$ cat src/rtl/pipe_stage_skid_reg.sv
// Pipeline stage register with valid/ready handshake and a 2-entry skid buffer.
// Outputs come only from registered state, so no input reaches an output combinationally.
module pipe_stage_skid_reg #(
    parameter int             n      = 4,
    parameter logic [n-1:0]   PRESET = {n{1'b0}}
) (
    input  logic         clk,
    input  logic         clr,
    input  logic         set,
    input  logic         flush,
    input  logic         in_valid,
    output logic         in_ready,
    input  logic [n-1:0] in_data,
    output logic         out_valid,
    input  logic         out_ready,
    output logic [n-1:0] out_data,
    output logic [1:0]   occupancy
);

    typedef enum logic [1:0] {
        EMPTY = 2'd0,
        ONE   = 2'd1,
        FULL  = 2'd2
    } state_t;

    state_t       state_q, state_d;
    logic [n-1:0] main_q, main_d;
    logic [n-1:0] skid_q, skid_d;
    logic         acc, pop;

    assign out_valid = (state_q != EMPTY);
    assign in_ready  = (state_q != FULL);
    assign out_data  = main_q;
    assign occupancy = state_q;

    assign acc = in_valid & in_ready;
    assign pop = out_valid & out_ready;

    // set outranks flush; both outrank the handshake. clr is handled in the register.
    always_comb begin
        state_d = state_q;
        main_d  = main_q;
        skid_d  = skid_q;
        if (set) begin
            state_d = ONE;
            main_d  = PRESET;
            skid_d  = '0;
        end else if (flush) begin
            state_d = EMPTY;
            main_d  = '0;
            skid_d  = '0;
        end else begin
            case (state_q)
                EMPTY: begin
                    if (acc) begin
                        state_d = ONE;
                        main_d  = in_data;
                    end
                end
                ONE: begin
                    if (acc && pop) begin
                        main_d = in_data;
                    end else if (acc) begin
                        state_d = FULL;
                        skid_d  = in_data;
                    end else if (pop) begin
                        state_d = EMPTY;
                    end
                end
                FULL: begin
                    // in_ready is low here, so only a pop can move the state
                    if (pop) begin
                        state_d = ONE;
                        main_d  = skid_q;
                    end
                end
                default: state_d = EMPTY;
            endcase
        end
    end

    always_ff @(posedge clk) begin
        if (clr) begin
            state_q <= EMPTY;
            main_q  <= '0;
            skid_q  <= '0;
        end else begin
            state_q <= state_d;
            main_q  <= main_d;
            skid_q  <= skid_d;
        end
    end

endmodule

$ cat config.mk
export PLATFORM = sky130hd
export DESIGN_NAME = pipe_stage_skid_reg
export DESIGN_NICKNAME = d
export VERILOG_FILES = /design/src/rtl/pipe_stage_skid_reg.sv
export SDC_FILE = /design/constraint.sdc
export NUM_CORES = 1
export LEC_CHECK = 0
export BUFFER_PORTS_ARGS = -buffer_cell sky130_fd_sc_hd__buf_4
export CAP_MARGIN = 10
export CORE_AREA = 2 2 39 41
export DETAILED_ROUTE_END_ITERATION = 16
export DIE_AREA = 0 0 41 43
export PLACE_DENSITY = 0.65
export SETUP_SLACK_MARGIN = 0.15
export SLEW_MARGIN = 10
export SYNTH_ARGS = -nofsm -noshare
export SYNTH_HDL_FRONTEND = slang
export SYNTH_SLANG_ARGS = --single-unit
$ cat constraint.sdc
create_clock -name clk -period 1.05 [get_ports clk]
set_input_delay 0.1575 -clock clk [delete_from_list [all_inputs] [get_ports clk]]
set_output_delay 0.1575 -clock clk [all_outputs]
set_load 0.02 [all_outputs]
Word level (Yosys, flattened, before mapping)
Cells that the tools add are included.

Register bits: 10. Bits in latches: 0. Memory bits (writable): 0. ROM bits: 0. Input bits: 10. Output and inout bits: 8. Memories: 0.

$add $sub $neg: 0. $mul: 0. Div/mod/pow operators: 0. Order comparisons: 0. Eq/ne operators: 12. Shifts and indexed selects: 0. Multiplexer cells: 12. Bitwise gates (word level): 3. Reduce and logical (&&, ||, !) cells: 9.

Operators by type and width (count): $mux 4 (3); $ne 4x4->1 const B (3); $pmux 4 s3 (1); $reduce_and 4->1 (3); $mux 2 (5); $ne 2x2->1 const B (5); $pmux 2 s3 (1); $ne 5x5->1 const B (1); $ne 3x3->1 const B (1); $reduce_and 3->1 (1); $reduce_bool 3->1 (1); $reduce_or 3->1 (1); $and 1x1->1 (2); $eq 2x1->1 const B (1); $eq 2x2->1 const B (1); $logic_not 2->1 (1); $mux 1 (2); $reduce_bool 2->1 (1); $logic_and 1x1->1 (1); $not 1->1 (1).

Longest topological paths before layout
Depth in word-level cells: 8. Mapped depth: 4.

Worst setup path after synthesis
No wires, ideal clock.

Path type: register to register. From: register state_q[1] (netlist: occupancy[1]). To: register state_q[1] (netlist: occupancy[1]). Arrival: 1.116 ns. Required time: 0.933 ns. Slack: -0.184 ns. Cell stages (with the launch flop): 5. Buffers on the path: 1. Path through: dfxtp_1 and4bb_1 buf_6 o21ba_2 nor2_1.

Longest elaborated chain between the ends: 5.

Ends and longest elaborated chain: from (decl) (RTL line 26) `state_t state_q, state_d;`; from (signal assigned) (RTL line 88) `state_q <= state_d;`; $ne 2x2->1 / $reduce_bool 2->1 (equally long branches) (RTL line 32, 31); $and 1x1->1 (on tied branches) (RTL line 36, 37); $mux 2 / $logic_and 1x1->1 (equally long branches) (RTL line 63, 61); $mux 2 / $ne 2x2->1 (equally long branches); $pmux 2 s3 / $reduce_and 4->1 (equally long branches).

Parallel ways exist; a longest one is shown, timed or not. The select of a mux whose other input is x is not followed. A chain may end at the register's enable or synchronous reset.

Worst setup path after layout
From: register state_q[1] (netlist: occupancy[1]). To: output out_valid.

Longest elaborated chain between the ends: 1.

Ends and longest elaborated chain: $reduce_bool 2->1 (RTL line 31) `assign out_valid = (state_q != EMPTY);`; to (decl) (RTL line 14) `output logic out_valid,`.

Every way passes these cells.

==> out/qor.txt <==
Outcome: finished, violations left
Violated checks: setup timing
Io pins: 18
Final ANT Viol Nets: 0
Top_reg_cell synth: dfxtp_1
Multi-input logic area: 345 µm²
Async set-reset flop share out of synthesis: 0%
CTS tree: yes
Tmin final: 1.23 ns
Most used routing layer: met2
Clk pin slew, worst setup/hold paths: 0.07 ns
First-pass GRT wire length: 2060 µm
Static Leak: 0.364 nW
Synth Warn #: 0
Share of cells above drive strength 1: 66.7%
M2 GR Usage: 25.6%
Hold Vio Cnt, Final: 0
Ranking of synthesized cells by area: dfxtp_1, mux2i_1, a211oi_1, buf_6, nor2_1
CP endpoint: out_valid
Met1 usage: 21.4%
Most frequent cells after synthesis: dfxtp_1, mux2i_1, a211oi_1
CTS Buf Count: 3
Hold buffers post-CTS: 0
Total of max-cap violations: 0
Final std cells w/o fill: 97
Vias: 488
HPWL after DPL: 803 µm
Worst-path maximum fanout: 5
Seq/Total Area, Yosys: 39.3%
Crit path arrival time: 1.07 ns
Fin. max-slew vios: 0
Worst-Margin Slew: 0.375 ns
Setup WS pre-CTS: -0.138 ns
FF-to-FF Start: occupancy[1]$_SDFFE_PP0P_
Vias in the first global route: 479
FILL cells: 110
Largest net degree at the start of global routing: 10
Vias/cell: 5.03
EDFF count, synth: 0
Die area: 1760 µm²
DIE HEIGHT: 43 µm
Tcrit/Tclk final: 117%
Crit path required time: 0.89 ns
Headroom to the max-slew limit: 75.0%
RSZ-0062 raised after global routing: true
Starting DRT DRC Count: 12
Routed WL per cell: 13.1 µm
GRT Residual Overflow: 0
Hold depth: 3
Register area: 213 µm²
Yosys top cell by area: dfxtp_1
CP Class: reg2out
Row cnt: 14
Mapped cell area: 509 µm²
Skew-Pair Late Insertion Delay: 0.27 ns
Final #Nets: 92
Crit end category: primary output
GP Congestion: 0.645
Min-delay worst type: in2reg
Worst Setup SP: occupancy[1]$_SDFFE_PP0P_
Clock Root Buffer: clkbuf_4
Total track usage: 17.9%
Dpl cells: 87
Final Skew: 0.00452 ns
Reg2Reg Setup Slack: -0.11 ns
Share of the synthesized area in the top cell type: 39.3%
Core area: 1380 µm²
Reg-to-Reg End: out_data[0]$_SDFFE_PP0P_
CP Launch Type: flop
DR pass1 iterations: 3
Library cells used by synthesis: 20
Synthesized area per cell: 9.99 µm²
Reg2Reg Depth: 5
Initial antenna violation count: 0
Initial Util: 36.8%
Worst Slack Setup Final: -0.181 ns
H-tree lvl count: 1
Most instantiated library cell after synthesis: dfxtp_1
Power per cell area: 1060 nW/µm²
# DRC: 0
Num Clock Sinks: 10
PortBufs: 17
GR Util met3: 7.85%
P&R area growth vs syn: 73.0%
Setup violators final: 14
Clock buffer depth: 2
Inserted Diodes: 0
Peak VDD IR: 0.000722 V
Post-Route WL: 1280 µm
Mapped Nets: 61
FMAX: 0.812 GHz
Syn Inst Count: 51
Die Width: 41 µm
Synth Register Bits: 10
cell families after synthesis:
kind of cell | synth area share [%]
AOI/OAI and AO/OA | 19.7
and+or+nand+nor | 17.2
DFF | 39.3
muxes | 17.7
buffers and inverters | 6.14
cell usage in the layout, fill, tap and decap left out, drive strengths merged:
cell	Yosys	layout
o21ai	1	1
dfxtp	10	10
mux2i	9	9
nand2b	2	2
nand2	1	1
a21o	1	1
clkbuf	1	4
buf	2	29
a211oi	8	8
and4bb	1	1
or3b	1	1
o21ba	1	1
nor2b	1	1
and3b	1	1
or2	1	1
inv	1	1
a21oi	2	2
o21a	1	1
or3	1	1
nor2	5	5
final cells by class:
type                       instances  share of cell area (%)
multi-input combinational         37                    39.2
timing repair buffer              29                    29.8
sequential                        10                    24.1
clock buffer                       4                    4.12
tap                               16                    2.27
inverter                           1                   0.426
worst max-delay path, stage by stage (launching register included):
cell and delay, ns:
dfxtp_4 0.36, buf_6 0.11, or2_4 0.22, buf_6 0.13
where the power goes:
group | total [mW] | leakage (nW) | switching, mW | internal (mW)
Combinational | 0.198 | 0.259 | 0.0819 | 0.117
Clock | 0.344 | 0.0210 | 0.133 | 0.211
Sequential | 0.395 | 0.0843 | 0.00877 | 0.386
Total | 0.937 | 0.364 | 0.224 | 0.713
layer usage:
layer  part of all wire, %  vias to the layer above
met5                     0                        -
met4                     0                        0
met3                   4.0                        0
li1                      -                      247
met2                    51                       12
met1                    44                      229
how the worst min path moves through the flow:
stage / start / to
after CTS: clr / occupancy[0]$_SDFFE_PP0P_
after global placement: in_data[0] / skid_q[0]$_SDFFE_PP0P_
after floorplan: in_data[0] / skid_q[0]$_SDFFE_PP0P_
after detailed placement: clr / occupancy[0]$_SDFFE_PP0P_
after global routing: clr / occupancy[0]$_SDFFE_PP0P_
final: clr / occupancy[0]$_SDFFE_PP0P_
repair_timing:
action                                  CTS  global route
pin swaps                                 4             3
resized for setup                        25             8
setup buffers                             5             1
endpoints found under the setup margin   18            18
flip-flops by register name (all words and copies together), names as in the netlist:
signal	flops
occupancy	2
out_data	4
skid_q	4
metrics by stage:
step,util (%),setup TNS [ns],hold WS (ns),power (mW),area (µm²)
6_report,63.7,-1.28,0.132,0.937,881
5_1_grt,63.7,-1.95,0.127,0.992,881
4_1_cts,60.6,-1.19,0.112,0.936,838
3_5_place_dp,49.1,-0.726,0.407,0.544,679
3_3_place_gp,49.1,-0.691,0.406,0.542,679
2_1_floorplan,-,-0.189,0.305,0.475,514
(Power assumes the default switching activity.)
